`src/rtl/fb_scanout_reader.sv`:
```
// Framebuffer scanout: issues raster-order reads under a credit limit, buffers the returning
// pixels in a show-ahead FIFO and streams them out with end-of-line/end-of-frame markers.
module fb_scanout_reader #(
   parameter int H_ACTIVE   = 800,
   parameter int V_ACTIVE   = 480,
   parameter int ADDR_W     = 19,
   parameter int PIX_W      = 4,
   parameter int RD_LATENCY = 2,
   parameter int FIFO_DEPTH = 16
) (
   input  logic              clock,
   input  logic              reset,
   input  logic              frame_start,
   output logic              rd_en,
   output logic [ADDR_W-1:0] rd_addr,
   input  logic [PIX_W-1:0]  rd_data,
   output logic              pix_valid,
   input  logic              pix_ready,
   output logic [PIX_W-1:0]  pix_data,
   output logic              pix_eol,
   output logic              pix_eof,
   output logic              frame_done,
   output logic              busy,
   output logic              err_underflow,
   output logic              err_overrun
);

   localparam int TOTAL = H_ACTIVE * V_ACTIVE;
   localparam int PW    = $clog2(FIFO_DEPTH);
   localparam int CW    = PW + 1;
   localparam int XW    = (H_ACTIVE > 1) ? $clog2(H_ACTIVE) : 1;
   localparam int YW    = (V_ACTIVE > 1) ? $clog2(V_ACTIVE) : 1;
   localparam logic [ADDR_W-1:0] LAST_ADDR = ADDR_W'(TOTAL - 1);
   localparam logic [XW-1:0]     X_LAST    = XW'(H_ACTIVE - 1);
   localparam logic [YW-1:0]     Y_LAST    = YW'(V_ACTIVE - 1);

   typedef enum logic [1:0] {IDLE, FETCH, DRAIN} state_t;

   state_t                state_reg, state_next;
   logic [ADDR_W-1:0]     addr_reg;
   logic [RD_LATENCY-1:0] valid_pipe_reg;
   logic [PIX_W-1:0]      fifo_mem [FIFO_DEPTH];
   logic [PW-1:0]         wr_ptr_reg, rd_ptr_reg;
   logic [CW-1:0]         count_reg;
   logic [XW-1:0]         x_reg;
   logic [YW-1:0]         y_reg;
   logic                  err_underflow_reg, err_overrun_reg;

   logic [CW-1:0]         outstanding;
   logic                  credit_ok, push, pop, start_ok;

   // Reads still in the latency pipeline count against the FIFO so it can never overflow.
   always_comb begin
      outstanding = '0;
      for (int i = 0; i < RD_LATENCY; i++)
         outstanding = outstanding + CW'(valid_pipe_reg[i]);
   end

   assign credit_ok = ({1'b0, outstanding} + {1'b0, count_reg}) < (CW+1)'(FIFO_DEPTH);
   assign push      = valid_pipe_reg[RD_LATENCY-1];
   assign pix_valid = (count_reg != '0);
   assign pop       = pix_valid && pix_ready;
   assign pix_data  = pix_valid ? fifo_mem[rd_ptr_reg] : '0;
   assign pix_eol   = pix_valid && (x_reg == X_LAST);
   assign pix_eof   = pix_valid && (x_reg == X_LAST) && (y_reg == Y_LAST);
   assign rd_addr   = addr_reg;
   assign err_underflow = err_underflow_reg;
   assign err_overrun   = err_overrun_reg;
   assign start_ok  = (state_reg == IDLE) && frame_start;

   always_comb begin
      state_next = state_reg;
      rd_en      = 1'b0;
      frame_done = 1'b0;
      busy       = 1'b0;
      case (state_reg)
         IDLE: begin
            if (frame_start) state_next = FETCH;
         end
         FETCH: begin
            busy  = 1'b1;
            rd_en = credit_ok;
            if (credit_ok && addr_reg == LAST_ADDR) state_next = DRAIN;
         end
         DRAIN: begin
            busy = 1'b1;
            if (outstanding == '0 && count_reg == '0) begin
               frame_done = 1'b1;
               state_next = IDLE;
            end
         end
         default: state_next = IDLE;
      endcase
   end

   always_ff @(posedge clock) begin
      if (reset) begin
         state_reg         <= IDLE;
         addr_reg          <= '0;
         valid_pipe_reg    <= '0;
         wr_ptr_reg        <= '0;
         rd_ptr_reg        <= '0;
         count_reg         <= '0;
         x_reg             <= '0;
         y_reg             <= '0;
         err_underflow_reg <= 1'b0;
         err_overrun_reg   <= 1'b0;
      end else begin
         state_reg <= state_next;

         for (int i = RD_LATENCY - 1; i > 0; i--)
            valid_pipe_reg[i] <= valid_pipe_reg[i-1];
         valid_pipe_reg[0] <= rd_en;

         // The address register parks on the last address once the frame is issued.
         if (start_ok)
            addr_reg <= '0;
         else if (rd_en && addr_reg != LAST_ADDR)
            addr_reg <= addr_reg + ADDR_W'(1);

         if (push) wr_ptr_reg <= wr_ptr_reg + PW'(1);
         if (pop)  rd_ptr_reg <= rd_ptr_reg + PW'(1);
         if (push && !pop)
            count_reg <= count_reg + CW'(1);
         else if (pop && !push)
            count_reg <= count_reg - CW'(1);

         if (start_ok) begin
            x_reg <= '0;
            y_reg <= '0;
         end else if (pop) begin
            if (x_reg == X_LAST) begin
               x_reg <= '0;
               y_reg <= (y_reg == Y_LAST) ? '0 : y_reg + YW'(1);
            end else begin
               x_reg <= x_reg + XW'(1);
            end
         end

         if (state_reg == FETCH && pix_ready && count_reg == '0)
            err_underflow_reg <= 1'b1;
         if (frame_start && busy)
            err_overrun_reg <= 1'b1;
      end
   end

   always_ff @(posedge clock) begin
      if (push) fifo_mem[wr_ptr_reg] <= rd_data;
   end

endmodule
```
`config.mk`:
```
export PLATFORM = sky130hd
export DESIGN_NAME = fb_scanout_reader
export DESIGN_NICKNAME = d
export VERILOG_FILES = /design/src/rtl/fb_scanout_reader.sv
export SDC_FILE = /design/constraint.sdc
export NUM_CORES = 1
export LEC_CHECK = 0
export CAP_MARGIN = 10
export CELL_PAD_IN_SITES_DETAIL_PLACEMENT = 1
export CELL_PAD_IN_SITES_GLOBAL_PLACEMENT = 1
export CORE_UTILIZATION = 48
export DETAILED_ROUTE_END_ITERATION = 6
export PLACE_DENSITY_LB_ADDON = 0.05
export SLEW_MARGIN = 0
export SYNTH_ARGS = -nofsm -noshare
export SYNTH_HDL_FRONTEND = slang
export SYNTH_SLANG_ARGS = --single-unit
```
`constraint.sdc`:
```
create_clock -name clock -period 3.4 [get_ports clock]
set_clock_uncertainty 0.05 [all_clocks]
set_input_delay 0.51 -clock clock [delete_from_list [all_inputs] [get_ports clock]]
set_output_delay 0.51 -clock clock [all_outputs]
set_load 0.01 [all_outputs]
```
==> flow_metrics.tcl, run 1 <==
set metrics [dict create \
    status "finished, final reports clean" \
    min-delay-start "x_reg[1]" \
    setup_violations 0 \
    yosys.area_share.xor_xnor_pct 6.590 \
    diodes 0 \
    crit_family "multiplexers" \
    r2r_slack_ps 510 \
    clockBufferDepth 2 \
    dieWidth_um 109.8 \
    drv_cap 0 \
    muxShareOfSynthArea_pct 9.370 \
    clockRootBuffer "clkbuf_16" \
    antenna_found_initial 0 \
    crit_chain "buf_12, mux4_1, mux4_2, and2_1, clkdlybuf4s50_1" \
    fmax_ghz 0.3030 \
    slowest_delay_ps 630 \
    p_leak_nw 2.336 \
    routed_wl_um 12190 \
    drt_iter0_markers 210 \
    synthAdderAreaFrac_pct 4.618 \
    vias_per_cell 5.530 \
    hold_depth 2 \
    tritoncts "built" \
    vias 3611 \
    syn-cell-area_sq_um 5582 \
    core_sq_um 11370 \
    min_to "x_reg[1]" \
    synth_top_flop_cell "edfxtp_1" \
    fill_cells 1152 \
    crit_slowest_cell "mux4_1" \
    overflow 0 \
    period_share_pct 97.07 \
    track_usage_pct 22.23 \
    final_common_cell "edfxtp_1" \
    grt_pass1_wl_um 19250 \
    syn_nets 474 \
    ctsHoldBuffers 0 \
    rows 39 \
    dp.cells 621 \
    synth_top_family_by_area "simple AND/OR/NAND/NOR gates" \
    cp_max_fo 16 \
    htree_levels 4 \
    finalInstanceArea_sq_um 6705 \
    post_route_cells_drive_above_1_share_pct 11.57 \
    rsz0062_at_grt "false" \
    endpoint_kind "output port" \
    critical_path_required_ps 2840 \
    stdcell_count 653 \
    drv_slew 0 \
    numCtsBuffers 17 \
    synth-simple-area-share_pct 15.65 \
    cts_sinks 125 \
    remaining_drc_errors 0 \
    pre_cts_slack_ps 303.4 \
    dp_hpwl_um 8407 \
    grt_pass1_vias 3672 \
    hold_class "reg2reg" \
    final_cell_mix "edfxtp_1 (64), dfxtp_1 (61), nor2_1 (59)" \
    critPathBufInv 2 \
    clk-insertion-delay-late_ps 420 \
    wl_per_cell_um 18.67 \
    dieArea_sq_um 12060 \
    io_buffer_count 38 \
    crit_arrival_ps 2740 \
    period_needed_ps 3300 \
    synth_cells 446 \
    chipHeight_um 109.8 \
    tightest_slew_ps 659.3 \
    synth_seq_cells 125 \
    slew_headroom_pct 55.75 \
    cp-start-kind "register" \
    path_class "reg2out" \
    postCtsSetupRepairBufs 0 \
    largest_register_ffs 64 \
    finalWorstSetupSlack_ps 99.68 \
    ir_drop_uv 529.5 \
    firstDrtPassIters 4 \
    start_util_pct 49.09 \
    synth_edf_count 64 \
    postPlaceCellArea_sq_um 6128 \
    grt_start_max_net_pins 24 \
    synth_warnings 0 \
    syn2layout_area_growth_pct 20.13 \
    ant_nets 0 \
    yosysSeqAreaShare_pct 56.31 \
    cellPowerDensity_nw_per_um2 657.2 \
    hold_viol 0 \
    rr_startpoint "count_reg[0]" \
    clk_pin_slew_ps 50 \
    r2r_end "count_reg[4]" \
    ioPinCount 39 \
    synth_compound_gate_area_share_pct 4.999 \
    gp_congestion 0.7280 \
    syn_area_per_cell_sq_um 12.51 \
    finalNetCount 525 \
    r2r_cells 11 \
    finalSetupTns_ps 0 \
    synth_cell_type_count 47 \
    post_cts_resize_count 0 \
    async_flop_share_pct 0 \
]
==> synthesized netlist by cell type (3+ instances only) <==
library cell	instances	area share (%)
a211oi_1	4	0.54
a21o_1	3	0.40
a21oi_1	11	0.99
a31oi_1	7	0.78
and2_1	22	2.5
and3_1	11	1.2
and4_1	3	0.47
clkbuf_1	7	0.47
dfxtp_1	61	22
edfxtp_1	64	34
ha_1	19	4.3
inv_1	16	1.1
mux2i_1	5	0.90
mux4_1	6	2.8
mux4_2	14	5.6
nand2_1	24	1.6
nand2b_1	3	0.34
nand3_1	12	1.1
nand4_1	11	1.2
nand4b_1	3	0.47
nor2_1	59	4.0
nor3_1	6	0.54
nor4_1	4	0.45
or3_1	3	0.34
xnor2_1	20	3.1
xor2_1	22	3.5
==> kinds of logic (layout without fill, tap and decap cells) <==
family | Yosys count | in the layout
xor gates and xnor gates | 42 | 42
adders and majority gates | 20 | 20
DFF | 125 | 125
and+or+nand+nor | 167 | 167
AOI/OAI and AO/OA | 38 | 38
buffers and inverters | 29 | 93
muxes | 25 | 25
==> metrics by stage <==
stage / total power [mW] / utilization (%) / hold WS [ps]
CTS: 4.456 / 58.97 / 423.9
global route: 4.610 / 58.97 / 461.4
floorplan: 2.359 / - / 390.6
detailed placement: 2.683 / 53.90 / 416.3
finish: 4.407 / 58.97 / 424.0
global placement: 2.655 / 53.90 / 405.0
==> power breakdown <==
| group | total, mW | switching, mW | internal (mW) |
|---|---|---|---|
| Clock | 1.76 | 0.681 | 1.07 |
| Sequential | 1.73 | 0.0766 | 1.65 |
| Combinational | 0.926 | 0.482 | 0.443 |
| Total | 4.41 | 1.24 | 3.17 |
==> worst min-delay path, cell delays in order, from the launching register on <==
cell and delay, ps:
dfxtp_1 320, nand2_1 60, a21oi_1 50
==> worst max-delay path by stage <==
stage / start / to / depth (start not counted)
4_1_cts: register / pix_data[0] / 5
2_1_floorplan: count_reg[0] / count_reg[4] / 11
3_5_place_dp: pix_ready / count_reg[4] / 11
3_3_place_gp: pix_ready / count_reg[4] / 11
6_report: register / pix_data[0] / 5
5_1_grt: register / pix_data[0] / 5
==> metal layers <==
| layer | vias up | wire length [um] | global-route usage, % |
|---|---|---|---|
| met2 | 45 | 5896 | 35.31 |
| met3 | 14 | 363 | 7.350 |
| met4 | 0 | 171 | 7.238 |
| met5 | - | 0 | 0 |
| met1 | 1808 | 5759 | 28.65 |
| li1 | 1744 | - | - |
==> area by class of cell <==
class                   count  area (sq um)  share of cell area (%)
repair buffers             45         445.4                   6.643
inverters                  16         60.06                  0.8957
multi-input cells         292          2301                   34.32
flip-flops and latches    125          3143                   46.87
well taps                 143         178.9                   2.668
clock inverters            14         147.6                   2.202
clock buffers              18         429.2                   6.400
No activity file was read; power rests on OpenSTA's default activity.
==> run 2: changes to the inputs <==
--- a/config.mk
+++ b/config.mk
@@ -9,8 +9,10 @@
 export CELL_PAD_IN_SITES_DETAIL_PLACEMENT = 1
 export CELL_PAD_IN_SITES_GLOBAL_PLACEMENT = 1
 export CORE_UTILIZATION = 48
+export CTS_CLUSTER_DIAMETER = 200
 export DETAILED_ROUTE_END_ITERATION = 6
 export PLACE_DENSITY_LB_ADDON = 0.05
+export REMOVE_ABC_BUFFERS = 1
 export SLEW_MARGIN = 0
 export SYNTH_ARGS = -nofsm -noshare
 export SYNTH_HDL_FRONTEND = slang
==> run 2 against run 1 <==
Compared with the run above: core utilization hardly changed; setup slack better by 32 ps; die area stayed put; count of clock-buffer cells in the layout is 1 lower; fmax is 0.98% higher; non-clock buffer count is 2 higher.
==> flow_metrics.tcl, run 2 (synthesis gave the netlist of run 1 again) <==
set metrics [dict create \
    clk-insertion-delay-late_ps 420 \
    cellPowerDensity_nw_per_um2 647.7 \
    hold_viol 0 \
    cts_sinks 125 \
    tritoncts "built" \
    ant_nets 0 \
    ctsHoldBuffers 0 \
    p_leak_nw 2.345 \
    finalInstanceArea_sq_um 6701 \
    clockRootBuffer "clkbuf_16" \
    period_share_pct 96.13 \
    crit_chain "buf_6, mux4_1, mux4_2, and2_1, clkdlybuf4s50_1" \
    dieWidth_um 109.8 \
    fmax_ghz 0.3060 \
    clockBufferDepth 2 \
    r2r_cells 11 \
    rr_startpoint "count_reg[0]" \
    post_route_cells_drive_above_1_share_pct 12.30 \
    finalNetCount 527 \
    crit_arrival_ps 2710 \
    fin_util_pct 58.94 \
    htree_levels 4 \
    dp_hpwl_um 8153 \
    crit_slowest_cell "mux4_1" \
    cp-start-kind "register" \
    track_usage_pct 21.47 \
    p_clk_share_pct 39.3 \
    path_class "reg2out" \
    grt_start_max_net_pins 17 \
    postCtsSetupRepairBufs 0 \
    io_buffer_count 38 \
    post_cts_resize_count 0 \
    wl_per_cell_um 17.98 \
    dieArea_sq_um 12060 \
    grt_pass1_vias 3640 \
    rsz0062_at_grt "false" \
    drv_cap 0 \
    setup_violations 0 \
    cell_internal_pwr_mw 3.099 \
    cp_max_fo 16 \
    switching_share_pct 28.61 \
    core_sq_um 11370 \
    rows 39 \
    routed_wl_um 11780 \
    antenna_found_initial 0 \
    power_switching_mw 1.242 \
    hold_class "reg2reg" \
    clk_pin_slew_ps 50 \
    final_common_cell "edfxtp_1" \
    critical_path_required_ps 2840 \
    numCtsBuffers 17 \
    fill_cells 1147 \
    largest_register_ffs 64 \
    vias 3594 \
    r2r_slack_ps 390 \
    stdcell_count 655 \
    critPathBufInv 2 \
    syn2layout_area_growth_pct 20.06 \
    status "finished, final reports clean" \
    ir_drop_uv 610.7 \
    diodes 0 \
    min-delay-start "err_overrun" \
    overflow 0 \
    hold_depth 2 \
    grt_pass1_wl_um 18570 \
    comb_power_share_pct 21.0 \
    finalSetupTns_ps 0 \
    remaining_drc_errors 0 \
    start_util_pct 49.09 \
    tightest_slew_ps 792.4 \
    postPlaceCellArea_sq_um 6131 \
    seqPwrFrac_pct 39.7 \
    firstDrtPassIters 4 \
    power_mw 4.341 \
    vias_per_cell 5.487 \
    slew_headroom_pct 46.82 \
    slowest_delay_ps 620 \
    chipHeight_um 109.8 \
    gp_congestion 0.7724 \
    final_cell_mix "edfxtp_1 (64), dfxtp_1 (61), nor2_1 (59)" \
    r2r_end "count_reg[4]" \
    drv_slew 0 \
    ioPinCount 39 \
    crit_family "multiplexers" \
    period_needed_ps 3268 \
    drt_iter0_markers 155 \
    endpoint_kind "output port" \
    dp.cells 623 \
    min_to "err_overrun" \
]
## run 2: cell type report
class                      count  area, sq um  area share (%)
sequential                   125         3143           46.90
multi-input combinational    292         2301           34.34
timing repair buffer          47        451.7           6.740
clock buffer                  17        425.4           6.348
tap                          143        178.9           2.670
clock inverter                15        141.4           2.110
inverter                      16        60.06          0.8962
## run 2: per-layer routing
metal / vias up / routed length [um] / track usage, %
met5: - / 0 / 0
met4: 0 / 104 / 8.000
met3: 11 / 358 / 6.343
met2: 52 / 5611 / 33.48
met1: 1792 / 5702 / 28.29
li1: 1739 / - / -
## run 2: how the worst max path moves through the flow
stage               cells after the start  slack, ps            to         start
global route                            5          2   pix_data[2]      register
detailed placement                     11        400  count_reg[4]     pix_ready
CTS                                     5         20   pix_data[0]      register
finish                                  5        130   pix_data[0]      register
global placement                       11        460  count_reg[4]     pix_ready
floorplan                              11        400  count_reg[4]  count_reg[0]
## run 2: power groups by stage
stage,registers [mW],clock network (mW),logic (mW)
finish,1.72,1.70,0.913
global route,1.74,1.80,1.01
CTS,1.72,1.75,0.927
detailed placement,1.75,0,0.916
global placement,1.75,0,0.896
floorplan,1.77,0,0.550
## run 2: tightest hold or removal path, delay by kind of cell, from the launching register on
family	cells	cell delay [ps]
compound gates	1	50
flops	1	330
simple gates	1	70
## run 2: metrics by stage
stage,setup WS (ps),hold slack [ps]
3_5_place_dp,396.0,421.8
6_report,131.6,429.4
5_1_grt,1.731,448.7
2_1_floorplan,395.8,386.7
3_3_place_gp,460.4,404.0
4_1_cts,16.99,433.0
==> run 3: changes to the inputs <==
--- a/config.mk
+++ b/config.mk
@@ -10,7 +10,10 @@
 export CELL_PAD_IN_SITES_GLOBAL_PLACEMENT = 1
 export CORE_UTILIZATION = 48
 export CTS_CLUSTER_DIAMETER = 200
+export CTS_CLUSTER_SIZE = 8
 export DETAILED_ROUTE_END_ITERATION = 6
+export GPL_TIMING_DRIVEN = 1
+export MAX_ROUTING_LAYER = met4
 export PLACE_DENSITY_LB_ADDON = 0.05
 export REMOVE_ABC_BUFFERS = 1
 export SLEW_MARGIN = 0
==> run 3 against run 2 <==
Compared with the run above: count of clock-buffer cells in the layout stayed put; worst hold slack better by 1.3 ps; cell count stayed put; clock power hardly changed; sequential power hardly changed; core utilization hardly changed; wire length hardly changed; die area stayed put; critical path type unchanged; largest cell class unchanged.
==> flow_metrics.tcl, run 3 (synthesis gave the netlist of run 1 again) <==
set metrics [dict create \
    hold_class "reg2reg" \
    htree_levels 4 \
    numCtsBuffers 17 \
    path_class "reg2out" \
    critical_path_required_ps 2840 \
    p_leak_nw 2.346 \
    setup_violations 0 \
    ctsHoldBuffers 0 \
    io_buffer_count 38 \
    vias_per_cell 5.481 \
    cellPowerDensity_nw_per_um2 647.8 \
    hold_viol 0 \
    clockRootBuffer "clkbuf_16" \
    final_common_cell "edfxtp_1" \
    stdcell_count 655 \
    r2r_end "count_reg[4]" \
    largest_register_ffs 64 \
    syn2layout_area_growth_pct 20.13 \
    endpoint_kind "output port" \
    gp_congestion 0.7829 \
    dieArea_sq_um 12060 \
    hold_depth 2 \
    ir_drop_uv 612.3 \
    drv_slew 0 \
    rsz0062_at_grt "false" \
    min_to "err_overrun" \
    diodes 0 \
    remaining_drc_errors 0 \
    core_sq_um 11370 \
    postCtsSetupRepairBufs 0 \
    status "finished, final reports clean" \
    wl_per_cell_um 17.99 \
    slew_headroom_pct 46.80 \
    clk-insertion-delay-late_ps 420 \
    dp.cells 623 \
    ant_nets 0 \
    grt_pass1_wl_um 18580 \
    tritoncts "built" \
    finalNetCount 527 \
    dp_hpwl_um 8153 \
    firstDrtPassIters 6 \
    clockBufferDepth 2 \
    pre_cts_slack_ps 396.0 \
    track_usage_pct 22.16 \
    cp-start-kind "register" \
    fmax_ghz 0.3070 \
    cts_sinks 125 \
    clk_pin_slew_ps 50 \
    rows 39 \
    routed_wl_um 11780 \
    finalSetupTns_ps 0 \
    overflow 0 \
    timing.hold.ws_ps 430.6 \
    r2r_cells 11 \
    drv_cap 0 \
    antenna_found_initial 0 \
    period_needed_ps 3257 \
    crit_arrival_ps 2700 \
    dieWidth_um 109.8 \
    ioPinCount 39 \
    grt_start_max_net_pins 17 \
    min-delay-start "err_overrun" \
    r2r_slack_ps 390 \
    post_route_cells_drive_above_1_share_pct 12.30 \
    tightest_slew_ps 792.6 \
    chipHeight_um 109.8 \
    drt_iter0_markers 146 \
    start_util_pct 49.09 \
    period_share_pct 95.80 \
    vias 3590 \
    cp_max_fo 16 \
    rr_startpoint "count_reg[0]" \
    grt_pass1_vias 3641 \
    finalWorstSetupSlack_ps 142.8 \
    final_cell_mix "edfxtp_1 (64), dfxtp_1 (61), nor2_1 (59)" \
]
==> run 3: cell counts in the layout (fill, tap and decap cells not counted) <==
No cell type changed its count.
==> run 3: repair_timing <==
action	in CTS	in global routing
hold endpoints to repair	0	0
endpoints found under the setup margin	0	3
gates resized for setup	0	2
==> run 3: stage by stage <==
stage               area [sq um]  util [%]  total power, mW
floorplan                   5504         -            2.322
global placement            6131     53.92            2.643
detailed placement          6131     53.92            2.671
CTS                         6698     58.91            4.397
global route                6705     58.97            4.544
finish                      6705     58.97            4.344
==> run 3: power by group <==
group          internal (mW)  switching, mW
combinational          0.441          0.474
sequential              1.65         0.0751
clock                   1.01          0.693
total                   3.10           1.24
==> run 3: worst max path at each step <==
stage	start	end	slack, ps	depth (start not counted)
4_1_cts	register	pix_data[0]	20	5
3_3_place_gp	pix_ready	count_reg[4]	460	11
6_report	register	pix_data[0]	140	5
3_5_place_dp	pix_ready	count_reg[4]	400	11
2_1_floorplan	count_reg[0]	count_reg[4]	400	11
5_1_grt	register	pix_data[2]	20	5
==> run 3: cell type report <==
cell class                      instances  area (sq um)
Clock inverter                         15         141.4
Timing Repair Buffer                   47         455.4
Clock buffer                           17         425.4
Sequential cell                       125          3143
Fill cell                            1147          4664
Tap cell                              143         178.9
Inverter                               16         60.06
Multi-Input combinational cell        292          2301
==> run 3: worst max-delay path, cell delays in order (launching register included) <==
cell and delay [ps]:
dfxtp_1 340, buf_8 200, mux4_1 620, mux4_2 490
and2_1 170, clkdlybuf4s50_1 470
==> run 3: per-layer routing <==
| layer | up-vias | share of wire (%) | track usage (%) |
|---|---|---|---|
| met5 | - | 0 | - |
| met4 | 0 | 0.66 | 7.143 |
| met3 | 6 | 3.5 | 6.935 |
| met2 | 60 | 47 | 33.48 |
| met1 | 1787 | 48 | 28.41 |
| li1 | 1737 | - | - |
